==> src/rtl/ahb_dma_master.sv <==
// AHB DMA master: copies words src->dst in chunks (read burst into a buffer, then write burst).
// Optional macro AHB_DMA_LOCK_EN holds HLOCK across each read+write chunk.
module ahb_dma_master #(
   parameter int BURST_LEN = 4,
   parameter int LEN_BITS  = 16
) (
   input  logic                clk,
   input  logic                rst,
   input  logic                start,
   input  logic [31:0]         src_addr,
   input  logic [31:0]         dst_addr,
   input  logic [LEN_BITS-1:0] len,
   output logic                busy,
   output logic                done,
   output logic                err,
   output logic                HBUSREQ,
   output logic                HLOCK,
   input  logic                HGRANT,
   output logic [1:0]          HTRANS,
   output logic [31:0]         HADDR,
   output logic                HWRITE,
   output logic [2:0]          HSIZE,
   output logic [2:0]          HBURST,
   output logic [3:0]          HPROT,
   output logic [31:0]         HWDATA,
   input  logic [31:0]         HRDATA,
   input  logic                HREADY,
   input  logic [1:0]          HRESP
);

   localparam int CW = $clog2(BURST_LEN + 1);
   localparam int IW = (BURST_LEN > 1) ? $clog2(BURST_LEN) : 1;

   localparam logic [CW-1:0] ONE       = CW'(1);
   localparam logic [31:0]   ADDR_MASK = 32'hFFFF_FFFC;

   localparam logic [1:0] T_IDLE   = 2'b00;
   localparam logic [1:0] T_NONSEQ = 2'b10;
   localparam logic [1:0] T_SEQ    = 2'b11;

   localparam logic [1:0] R_OKAY  = 2'b00;
   localparam logic [1:0] R_ERROR = 2'b01;

`ifdef AHB_DMA_LOCK_EN
   localparam logic LOCK_EN = 1'b1;
`else
   localparam logic LOCK_EN = 1'b0;
`endif

   typedef enum logic [2:0] {
      S_IDLE,
      S_REQ,
      S_RD,
      S_WR,
      S_FIN
   } state_t;

   state_t              state;
   logic [31:0]         src_base;
   logic [31:0]         dst_base;
   logic [LEN_BITS-1:0] remaining;
   logic [CW-1:0]       chunk;
   logic [CW-1:0]       a_idx;
   logic [CW-1:0]       bus_idx;
   logic [CW-1:0]       dp_idx;
   logic                dp_valid;
   logic                have_data;
   logic [31:0]         buf_mem [BURST_LEN];

   logic [31:0]         beat_addr;
   logic [LEN_BITS-1:0] rem_nxt;
   logic [31:0]         src_nxt;
   logic [31:0]         dst_nxt;
   logic                last_dp;

   // Chunk never crosses a 1KB boundary on either side, so one burst stays legal.
   function automatic logic [CW-1:0] chunk_size(
      input logic [LEN_BITS-1:0] rem,
      input logic [31:0]         s,
      input logic [31:0]         d
   );
      logic [31:0] m;
      logic [31:0] bs;
      logic [31:0] bd;
      m  = BURST_LEN;
      bs = 32'd256 - 32'(s[9:2]);
      bd = 32'd256 - 32'(d[9:2]);
      if (32'(rem) < m) m = 32'(rem);
      if (bs < m) m = bs;
      if (bd < m) m = bd;
      return m[CW-1:0];
   endfunction

   assign beat_addr = (have_data ? dst_base : src_base) + (32'(a_idx) << 2);
   assign rem_nxt   = remaining - LEN_BITS'(chunk);
   assign src_nxt   = src_base + (32'(chunk) << 2);
   assign dst_nxt   = dst_base + (32'(chunk) << 2);
   assign last_dp   = dp_valid && (dp_idx == chunk - ONE);

   assign HSIZE  = 3'b010;
   assign HBURST = 3'b001;
   assign HPROT  = 4'b0011;

   always_ff @(posedge clk) begin
      if (rst) begin
         state     <= S_IDLE;
         HBUSREQ   <= 1'b0;
         HLOCK     <= 1'b0;
         HTRANS    <= T_IDLE;
         HADDR     <= '0;
         HWRITE    <= 1'b0;
         HWDATA    <= '0;
         busy      <= 1'b0;
         done      <= 1'b0;
         err       <= 1'b0;
         src_base  <= '0;
         dst_base  <= '0;
         remaining <= '0;
         chunk     <= '0;
         a_idx     <= '0;
         bus_idx   <= '0;
         dp_idx    <= '0;
         dp_valid  <= 1'b0;
         have_data <= 1'b0;
      end else begin
         done <= 1'b0;
         unique case (state)
            S_IDLE: begin
               if (start) begin
                  err <= 1'b0;
                  if (len == '0) begin
                     done <= 1'b1;
                  end else begin
                     src_base  <= src_addr & ADDR_MASK;
                     dst_base  <= dst_addr & ADDR_MASK;
                     remaining <= len;
                     chunk     <= chunk_size(len, src_addr & ADDR_MASK,
                                             dst_addr & ADDR_MASK);
                     a_idx     <= '0;
                     have_data <= 1'b0;
                     dp_valid  <= 1'b0;
                     busy      <= 1'b1;
                     HBUSREQ   <= 1'b1;
                     HLOCK     <= LOCK_EN;
                     state     <= S_REQ;
                  end
               end
            end
            S_REQ: begin
               if (HGRANT && HREADY) begin
                  HTRANS  <= T_NONSEQ;
                  HADDR   <= beat_addr;
                  HWRITE  <= have_data;
                  bus_idx <= a_idx;
                  a_idx   <= a_idx + ONE;
                  state   <= have_data ? S_WR : S_RD;
               end
            end
            S_RD, S_WR: begin
               if (dp_valid && HRESP != R_OKAY) begin
                  // Two-cycle response: cancel the pipelined beat in the first cycle.
                  HTRANS <= T_IDLE;
                  if (HREADY) begin
                     dp_valid <= 1'b0;
                     if (HRESP == R_ERROR) begin
                        err       <= 1'b1;
                        busy      <= 1'b0;
                        done      <= 1'b1;
                        HBUSREQ   <= 1'b0;
                        HLOCK     <= 1'b0;
                        have_data <= 1'b0;
                        state     <= S_FIN;
                     end else begin
                        a_idx <= dp_idx;
                        state <= S_REQ;
                     end
                  end
               end else if (HREADY) begin
                  if (dp_valid && state == S_RD)
                     buf_mem[IW'(dp_idx)] <= HRDATA;
                  if (HTRANS != T_IDLE) begin
                     dp_valid <= 1'b1;
                     dp_idx   <= bus_idx;
                     if (HWRITE)
                        HWDATA <= buf_mem[IW'(bus_idx)];
                     if (HWRITE && bus_idx == chunk - ONE)
                        HLOCK <= 1'b0;
                  end else begin
                     dp_valid <= 1'b0;
                  end
                  if (HTRANS != T_IDLE && HGRANT && a_idx < chunk) begin
                     HTRANS  <= T_SEQ;
                     HADDR   <= HADDR + 32'd4;
                     bus_idx <= a_idx;
                     a_idx   <= a_idx + ONE;
                  end else begin
                     HTRANS <= T_IDLE;
                  end
                  if (last_dp) begin
                     if (state == S_RD) begin
                        have_data <= 1'b1;
                        if (HGRANT) begin
                           HTRANS  <= T_NONSEQ;
                           HADDR   <= dst_base;
                           HWRITE  <= 1'b1;
                           bus_idx <= '0;
                           a_idx   <= ONE;
                           state   <= S_WR;
                        end else begin
                           a_idx <= '0;
                           state <= S_REQ;
                        end
                     end else begin
                        have_data <= 1'b0;
                        a_idx     <= '0;
                        remaining <= rem_nxt;
                        src_base  <= src_nxt;
                        dst_base  <= dst_nxt;
                        chunk     <= chunk_size(rem_nxt, src_nxt, dst_nxt);
                        if (rem_nxt != '0) begin
                           HLOCK <= LOCK_EN;
                           state <= S_REQ;
                        end else begin
                           busy    <= 1'b0;
                           done    <= 1'b1;
                           HBUSREQ <= 1'b0;
                           HLOCK   <= 1'b0;
                           state   <= S_FIN;
                        end
                     end
                  end else if (HTRANS == T_IDLE) begin
                     // Grant was lost: the last data phase just drained.
                     state <= S_REQ;
                  end
               end
            end
            S_FIN: begin
               state <= S_IDLE;
            end
            default: begin
               state <= S_IDLE;
            end
         endcase
      end
   end

endmodule

==> config.mk <==
export PLATFORM = sky130hd
export DESIGN_NAME = ahb_dma_master
export DESIGN_NICKNAME = d
export VERILOG_FILES = /design/src/rtl/ahb_dma_master.sv
export SDC_FILE = /design/constraint.sdc
export NUM_CORES = 1
export LEC_CHECK = 0
export CAP_MARGIN = 20
export CORE_UTILIZATION = 30
export DETAILED_ROUTE_END_ITERATION = 8
export PLACE_DENSITY = 0.54
export SYNTH_ARGS = -nofsm -noshare
export SYNTH_HDL_FRONTEND = slang
export SYNTH_SLANG_ARGS = --single-unit
==> constraint.sdc <==
create_clock -name clk -period 8.39 [get_ports clk]
set_input_delay 1.2585 -clock clk [delete_from_list [all_inputs] [get_ports clk]]
set_output_delay 1.2585 -clock clk [all_outputs]
set_load 0.02 [all_outputs]
# After elaboration in Yosys (flattened, before gate mapping)

Memories as Yosys holds them, arrays and structs flattened. A register that Yosys moved wholly into a read port is not among the register bits.
Cells that the tools add are included.

Equality and inequality tests: 25
Magnitude comparators: 7
Reduce and logical (&&, ||, !) cells: 30
Bitwise gates (word level): 1
Add/subtract/negate cells: 11
Mux-type cells: 162

Operators with widths:

| operator                | count |
|---|---|
| $mux W32                | 42 |
| $pmux W32 S2            | 3 |
| $lt A32 B32 Y1          | 4 |
| $mux W16                | 8 |
| $mux W3                 | 36 |
| $add A32 B5 Y32         | 3 |
| $mux W1                 | 52 |
| $sub A9 B8 Y10 const A  | 4 |
| $add A32 B3 Y32 const B | 1 |
| $lt A16 B3 Y1 const B   | 2 |
| $pmux W16 S2            | 1 |
| $ne A2 B2 Y1 const B    | 11 |
| $reduce_and A7 Y1       | 3 |
| $reduce_and A5 Y1       | 4 |
| $ne A3 B3 Y1 const B    | 6 |
| $pmux W3 S3             | 2 |
| $logic_not A16 Y1       | 1 |
| $mux W2                 | 8 |
| $reduce_bool A16 Y1     | 1 |
| $sub A16 B3 Y16         | 1 |
| $pmux W1 S2             | 7 |
| $pmux W3 S2             | 2 |
| $reduce_and A4 Y1       | 3 |
| $ne A4 B4 Y1 const B    | 2 |
| 18 further kinds        | 29 |

Output and inout bits: 82
Flip-flop bits (word level): 136
Bits in writable memories: 128
Word-level logic and storage cells: 254
Memories kept: 1
Bits of input ports: 119

Memory list:

| memory  | words | bits a word | rd ports | clocked after Yosys merged registers in | write ports | RTL line | RTL |
|---|---|---|---|---|---|---|---|
| buf_mem | 4     | 32          | 1        | 1                                       | 1           | 68       | `logic [31:0] buf_mem [BURST_LEN];` |

# Depth between registers and ports, before layout

Gate-level depths: netlist of the first run.

Depth in word-level cells: 24
Mapped depth: 26
Mapped depth without buffers: 25

# Worst setup path before layout of the first run

Ideal clock, no wire load.

Path type: register to register
From: register chunk[1]
To: register chunk[2]
Arrival: 5421 ps
Period minus slack after synthesis: 5540 ps
Slack: 2850 ps
Setup time: 120 ps
Cell stages (with the launch flop): 24
Path buffers: 1
Required time: 8270 ps
Cell sequence: dfxtp_1 > inv_1 > ha_1 > nor2b_1 > o21a_1 > or4_1 > xnor2_1 > or4_1 > buf_6 > or2_2 > ha_1 > or3_1 > and2_1 > o21ai_0 > a22oi_1 > ha_1 > a21o_1 > a21oi_1 > o211ai_1 > a211oi_1 > a32oi_1 > o31ai_4 > a21oi_1 > a211o_1

Longest elaborated chain between the ends: 24
Elaborated cells on any way between the ends: 33
Classes of those cells: add/sub: 6; order compare: 3; eq/ne: 2; mux: 20; reduce/logical: 2

RTL lines:

| element                  | RTL line | RTL |
|---|---|---|
| start: declaration       | 62       | `logic [CW-1:0] chunk;` |
| start signal: assignment | 137      | `chunk <= chunk_size(len, src_addr & ADDR_MASK,` |
| start signal: assignment | 219      | `chunk <= chunk_size(rem_nxt, src_nxt, dst_nxt);` |
| $sub A16 B3 Y16          | 95       | `assign rem_nxt = remaining - LEN_BITS'(chunk);` |
| $lt A16 B3 Y1            | 88       | `if (32'(rem) < m) m = 32'(rem);` |
| $mux W16                 | 88       |  |
| $mux W32                 | 200      | `if (state == S_RD) begin` |
| $mux W32                 | 199      | `if (last_dp) begin` |
| $mux W32                 | 178      | `end else if (HREADY) begin` |
| $mux W32                 | 160      | `if (dp_valid && HRESP != R_OKAY) begin` |
| $mux W32                 | 127      | `unique case (state)` |
| [... 8 more ...]         | --       |  |
| $mux W32                 | 105      | `if (rst) begin` |
| $lt A32 B32 Y1           | 90       | `if (bd < m) m = bd;` |
| $mux W3                  | 90       |  |
| $mux W3                  | 200      |  |
| $mux W3                  | 199      |  |
| $mux W3                  | 178      |  |
| $mux W3                  | 160      |  |
| $pmux W3 S2              | 127      |  |

Parallel ways exist; a longest one is shown, timed or not. The select of a mux whose other input is x is not followed.
A chain may end at the register's enable or synchronous reset.

# Worst setup path after layout of the first run

From: register chunk[0]
To: register chunk[2]

Same word-level chain as after synthesis.

==> results.txt, run 1 <==
multi-input logic area -> 0.009329 mm²
vias in the first global route -> 14428
Slew headroom -> 0.3189
number of flops mapped to enable cells by yosys -> 128
post-synth top area cell -> edfxtp_1
Final min period -> 6532 ps
die footprint -> 0.05802 mm²
RSZ-0062 raised after global routing -> no
nets@finish -> 2191
share of the synthesized area in the top cell type -> 0.2245
TritonCTS clock tree -> yes
Max Buffers Root-to-Sink -> 3
Detail Placement HPWL -> 36.10 mm
crit path DAT -> 6970 ps
Worst Hold Class -> reg -> reg
post-synthesis sequential area ratio -> 0.4152
CP top delay family -> compound AO/OA/AOI/OAI gates
Resize count post-CTS -> 0
Initial Util -> 0.3036
core area -> 0.05639 mm²
share of cells above drive strength 1 -> 0.07300
Startpoint Class -> register
Max Cap Violations -> 0
Worst path depth -> 22
crit share post-route -> 0.7785
antenna viol nets, final -> 0
Max FO, Critical Path -> 10
Synth cell types -> 83
Final TNS setup -> 0 ps
IO Count -> 201
worst slew pin tran -> 1022 ps
largest net degree at the start of global routing -> 100
CP max stage cell -> or4_1
CTS Hold Buffers Added -> 0
Ys Warns -> 0
most frequent CP cell -> ha_1
drt first-iter violations -> 906
Primary FF master, synth -> dfxtp_1
outcome -> finished clean
Avg Vias per Cell -> 5.280
DRT Pass-1 Iters -> 5
PD cells -> 224.6 mW/mm²
LEAKAGE -> 6.837 nW
clk root buf -> clkbuf_16
Final Hold Viols -> 0
Reg area -> 0.007109 mm²
routed length per instance -> 18.74 µm
WP data required -> 8830 ps
Synth Register Bits -> 291
ranking of synthesized cells by area -> edfxtp_1, dfxtp_1, nand2_1, nor2_1, mux4_2
Area growth syn-to-layout -> 21.04%
Worst Hold Depth -> 2
die span in x -> 240.9 µm
initial antenna violation count -> 2
GRT Total Usage -> 0.1795
DRC -> 0
global-route wire length before repair -> 81.87 mm
Max Slew Vio Count -> 0
CTS Buf Count -> 37
Site Rows -> 87
Crit path largest cell delay -> 790 ps
Fin Hold WS -> 454.4 ps
Cell Area, Synth -> 0.01712 mm²
CTS H-Tree Depth -> 2
R2R depth -> 22
Max Freq -> 153.1 MHz
Post-Synthesis Cells -> 1905
gpl congestion -> 0.8661
Die H -> 240.9 µm
Max VDD drop -> 0.0001537 V
DRT Wirelength -> 52.44 mm
later-pin clock latency in the skew report -> 550 ps
endpoint class of the critical path -> register
Worst Path Buf+Inv -> 0
Clock transition at path regs -> 60 ps
mean post-synth cell area -> 8.986 µm²
port bufs -> 186
Post-CTS Setup Repair Bufs -> 0
clock skew -> 16.14 ps
via count -> 14774
CP Class -> reg -> reg
# clock sinks -> 291
ys async rst share -> 0
Setup-failing EPs final -> 0
worst-path cell chain -> ha_1 -> fa_1 -> and2b_4 -> or2b_1 -> o211ai_1 -> a211o_1 -> or4_1 -> or2_2 -> ha_1 -> or3_1 -> and2_1 -> o21ai_0 -> a22oi_1 -> ha_1 -> a21o_1 -> a21oi_1 -> o211ai_1 -> a211oi_1 -> a32oi_1 -> o31ai_4 -> a21oi_1 -> a211o_1
grt total ovfl -> 0
Filler Cell Count -> 5766
-- per-stage QoR --
stage	utilization	area [µm²]	std cells	total power [mW]	worst slack (ps)
after detailed placement	0.3463	19530	2731	3.129	1908
after global routing	0.3674	20720	2797	4.945	1455
after CTS	0.3670	20700	2796	4.705	1879
after floorplan	-	17190	1925	2.732	2850
after global placement	0.3463	19530	2731	3.108	1930
final	0.3674	20720	2798	4.653	1858
-- flip-flops by register name (all words and copies together) (netlist names), 16 cells and up --
register,cells
src_base,30
buf_mem,128
remaining,16
HWDATA,32
dst_base,30
HADDR,31
-- worst reg2reg max path: cells and delay by family, from the launching register on --
kind                     cells  cell delay (ps)
AO/OA/AOI/OAI               12             2390
adder cells (fa/ha/maj)      4             1260
flip-flops                   1              440
AND/OR/NAND/NOR              6             2370
-- cells by family (layout without fill, tap and decap cells) --
kind of cell / count (synthesis) / after routing / share of synthesized area
buffers and inverters: 192 / 308 / 0.04671
AOI/OAI and AO/OA: 482 / 482 / 0.1819
muxes: 67 / 67 / 0.06271
xor gates and xnor gates: 101 / 101 / 0.05248
and+or+nand+nor: 713 / 713 / 0.1972
DFF: 291 / 291 / 0.4152
other: 2 / 23 / 0.0004387
adders and majority gates: 57 / 57 / 0.04342
-- cell type report --
| class | count | share of cell area |
|---|---|---|
| repair buffers | 206 | 0.09777 |
| well taps | 756 | 0.04565 |
| diodes | 1 | 0.0001208 |
| clock inverters | 17 | 0.007186 |
| multi-input cells | 1442 | 0.4503 |
| flip-flops and latches | 291 | 0.3431 |
| clock buffers | 48 | 0.04916 |
| inverters | 37 | 0.006703 |
-- power breakdown --
group / switching, mW / internal, mW
logic: 0.813 / 0.584
clock network: 0.646 / 0.895
registers: 0.156 / 1.56
-- Yosys cell counts, drive strengths merged, types with 5 or more instances --
master	number
nor2	194
nor3	64
xor2	48
nand2	234
a21oi	135
nor2b	7
nand2b	16
a211oi	73
nor4b	5
edfxtp	128
o21a	10
nor4	19
o21ai	99
or3	16
o211ai	9
a22oi	29
nor3b	5
or2	10
a21o	15
inv	37
o22ai	28
buf	30
ha	53
and2	11
and4	6
dfxtp	163
nand3b	9
nand4	23
mux4	32
and3	14
nand3	67
mux2i	33
a221oi	6
clkbuf	125
o31ai	23
a31oi	5
xnor2	52
a311oi	10
-- path summary, 6_finish.rpt --
kind / start / end / slack [ps]
worst max register to register: chunk[0]$_SDFFE_PP0P_ / chunk[2]$_SDFFE_PP0P_ / 1860
worst min-delay path: HWDATA[0]$_SDFFE_PP0P_ / HWDATA[0]$_SDFFE_PP0P_ / 450
worst min register to register: HWDATA[0]$_SDFFE_PP0P_ / HWDATA[0]$_SDFFE_PP0P_ / 450
worst max-delay path: chunk[0]$_SDFFE_PP0P_ / chunk[2]$_SDFFE_PP0P_ / 1860
-- metal layers --
| metal | share of wire | global-route usage | vias to the layer above | wire (µm) |
|---|---|---|---|---|
| met5 | 0.00050 | 0 | - | 26 |
| met4 | 0.024 | 0.05466 | 4 | 1256 |
| met3 | 0.072 | 0.04529 | 69 | 3801 |
| met1 | 0.45 | 0.2372 | 7131 | 23760 |
| li1 | - | - | 7186 | - |
| met2 | 0.45 | 0.2874 | 384 | 23590 |
-- cell usage in the layout, fill, tap and decap left out, types with 7 or more instances in the layout --
cell	count
o22ai_1	28
nand2_1	233
xnor2_1	52
nor3_1	62
nor4_1	17
a311oi_1	10
o211ai_1	9
nand3_1	65
mux2i_1	33
and3_1	14
a22oi_1	29
dfxtp_1	161
nand3b_1	9
nand4_1	23
a21oi_1	135
o21ai_0	98
edfxtp_1	128
or2_2	9
or3_1	16
conb_1	22
and2_1	10
a211oi_1	73
clkbuf_1	7
buf_4	19
nand2b_1	15
mux4_2	32
xor2_1	48
inv_1	37
o21a_1	10
o31ai_1	19
a21o_1	15
clkdlybuf4s50_1	185
ha_1	53
clkbuf_16	38
nor2_1	189
Note: power is estimated with default switching activity, not from simulation.
==> inputs of run 2 (changes only) <==
--- a/config.mk
+++ b/config.mk
@@ -8,7 +8,7 @@
 export CAP_MARGIN = 20
 export CORE_UTILIZATION = 30
 export DETAILED_ROUTE_END_ITERATION = 8
-export PLACE_DENSITY = 0.54
+export PLACE_DENSITY = 0.56
 export SYNTH_ARGS = -nofsm -noshare
 export SYNTH_HDL_FRONTEND = slang
 export SYNTH_SLANG_ARGS = --single-unit
==> constraint.sdc (replaced) <==
create_clock -name clk -period 5.36 [get_ports clk]
set_input_delay 0.804 -clock clk [delete_from_list [all_inputs] [get_ports clk]]
set_output_delay 0.804 -clock clk [all_outputs]
set_load 0.02 [all_outputs]
==> run 2 against run 1 <==
Core utilization up 1.5 points. Sequential share of layout area down 1.3 points. Design area up 4.0%. Non-clock buffer count up 66. Critical path depth up 1. Wire length up 2.3%. Sequential power up 57%. Critical path type unchanged. Critical endpoint unchanged. Largest cell class unchanged.
==> results.txt, run 2 (same netlist as run 1, synthesis figures left out) <==
outcome -> finished clean
share of cells above drive strength 1 -> 0.1239 (+0.05087)
DRT Wirelength -> 53.63 mm (+2.3%)
RSZ-0062 raised after global routing -> yes
die footprint -> 0.05802 mm² (unchanged)
Max Buffers Root-to-Sink -> 3 (unchanged)
WP data required -> 5800 ps (-3030 ps)
DRC -> 0 (unchanged)
nets@finish -> 2257 (+3.0%)
# clock sinks -> 291 (unchanged)
PD cells -> 376.0 mW/mm² (+67%)
antenna viol nets, final -> 0 (unchanged)
core area -> 0.05639 mm² (unchanged)
drt first-iter violations -> 923 (+1.9%)
Max Cap Violations -> 0 (unchanged)
worst slew pin tran -> 999.6 ps (-22.04 ps)
clk root buf -> clkbuf_16
initial antenna violation count -> 3 (+1)
Worst Hold Depth -> 2 (unchanged)
port bufs -> 186 (unchanged)
Max FO, Critical Path -> 4 (-6)
CTS Hold Buffers Added -> 0 (unchanged)
Final Util -> 0.3822 (+0.01478)
IO Count -> 201 (unchanged)
via count -> 15059 (+1.9%)
largest net degree at the start of global routing -> 120 (+20%)
commonest cells after routing, fill and taps aside -> nand2_1, nor2_1, clkdlybuf4s50_1
Reg area -> 0.007116 mm² (about the same)
Final TNS setup -> 0 ps (unchanged)
R2R depth -> 23 (+4.5%)
later-pin clock latency in the skew report -> 560 ps (about the same)
Filler Cell Count -> 5774 (+0.14%)
routed length per instance -> 18.73 µm (about the same)
clock skew -> 19.41 ps (+3.265 ps)
LEAKAGE -> 7.226 nW (+5.7%)
Site Rows -> 87 (unchanged)
crit path DAT -> 5790 ps (-1180 ps)
Max VDD drop -> 0.0002658 V (+73%)
global-route wire length before repair -> 83.31 mm (+1.8%)
CTS Buf Count -> 37 (unchanged)
max FFs per register -> 128 (unchanged)
Critical Path Source -> chunk[0]$_SDFFE_PP0P_
Hold Startpoint -> HWDATA[23]$_SDFFE_PP0P_
Avg Vias per Cell -> 5.260 (-0.39%)
crit share post-route -> 0.9978 (+0.2193)
vias in the first global route -> 14729 (+2.1%)
endpoint class of the critical path -> register
GRT Total Usage -> 0.1824 (+0.002829)
most common cell after layout, fill and taps aside -> nand2_1
reg2reg setup slack -> 10 ps (-1850 ps)
Startpoint Class -> register
reg2reg start -> chunk[0]$_SDFFE_PP0P_
Die H -> 240.9 µm (unchanged)
Max Slew Vio Count -> 0 (unchanged)
gpl congestion -> 0.8794 (+1.5%)
Max Freq -> 187.0 MHz (+22%)
Initial Util -> 0.3036 (unchanged)
Top Registers -> buf_mem x128, HWDATA x32, HADDR x31
Final Hold Viols -> 0 (unchanged)
Final min period -> 5348 ps (-1184 ps)
Slew headroom -> 0.3336 (+0.01469)
RR Endpoint -> chunk[2]$_SDFFE_PP0P_
Detail Placement HPWL -> 36.66 mm (+1.6%)
DRT Pass-1 Iters -> 5 (unchanged)
CP Class -> reg -> reg
grt total ovfl -> 0 (unchanged)
register name with the most flops -> buf_mem
CTS H-Tree Depth -> 2 (unchanged)
Worst Hold Class -> reg -> reg
multi-input logic area -> 0.009605 mm² (+3.0%)
Setup-failing EPs final -> 0 (unchanged)
Clock transition at path regs -> 60 ps (about the same)
Ant. Diodes -> 0 (-1)
die span in x -> 240.9 µm (unchanged)
TritonCTS clock tree -> yes
Area growth syn-to-layout -> 25.90%
Hold Crit Endpoint -> HWDATA[23]$_SDFFE_PP0P_
[run 2: how the worst max path moves through the flow]
stage	to	slack, ps	cells after the start
floorplan	chunk[2]$_SDFFE_PP0P_	20	24
global placement	chunk[2]$_SDFFE_PP0P_	-110	25
detailed placement	chunk[2]$_SDFFE_PP0P_	-160	24
CTS	chunk[2]$_SDFFE_PP0P_	5	23
global route	chunk[1]$_SDFFE_PP0P_	-270	30
finish	chunk[2]$_SDFFE_PP0P_	10	23
[run 2: worst max-delay path: stages (launching register included)]
cell       delay (ps)
dfxtp_4           360
ha_4              170
fa_2              380
and2b_4           280
buf_4             100
buf_4             110
or4_4             120
o2111ai_1          90
or4_4             550
or2_4             240
ha_2              180
or3_4             400
and2_1            170
o21ai_2           140
a22oi_1           140
ha_1              320
a21o_1            130
a21oi_2            50
o211ai_1          280
a211oi_2          150
a32oi_2           270
o31ai_4           130
nand2b_1          170
a211o_1           290
[run 2: stage by stage]
step | area, µm² | instances | hold slack [ps] | worst slack [ps] | total power, mW
finish | 21550 | 2863 | 451.4 | 11.90 | 8.104
global route | 21550 | 2863 | 474.7 | -266.4 | 8.561
CTS | 21380 | 2857 | 454.1 | 5.340 | 7.895
detailed placement | 19910 | 2779 | 446.2 | -159.8 | 5.113
global placement | 19910 | 2779 | 443.3 | -105.6 | 5.057
floorplan | 17200 | 1925 | 446.8 | 15.34 | 4.285
[run 2: area by class of cell]
type / count / share of cell area
Clock buffer: 50 / 0.04708
Sequential cell: 291 / 0.3302
Clock inverter: 15 / 0.009405
Timing Repair Buffer: 272 / 0.1173
Multi-Input combinational cell: 1442 / 0.4457
Tap cell: 756 / 0.04389
Inverter: 37 / 0.006444
[run 2: timing repair]
item	in CTS	in global routing
resized for setup	30	26
buffers inserted	13	6
cloned	0	0
pin swaps	23	28
setup endpoints to repair	2	3
[run 2: power by group]
part,switching [mW],internal [mW]
clock network,1.01,1.53
registers,0.235,2.44
logic,1.53,1.36
total,2.77,5.33
[run 2: per-layer routing]
| metal | vias to the layer above | global-route usage | routed length (µm) |
|---|---|---|---|
| met4 | 6 | 0.05217 | 1205 |
| li1 | 7306 | - | - |
| met5 | - | 0 | 37 |
| met1 | 7267 | 0.2301 | 23160 |
| met3 | 82 | 0.05090 | 4065 |
| met2 | 398 | 0.3029 | 25160 |
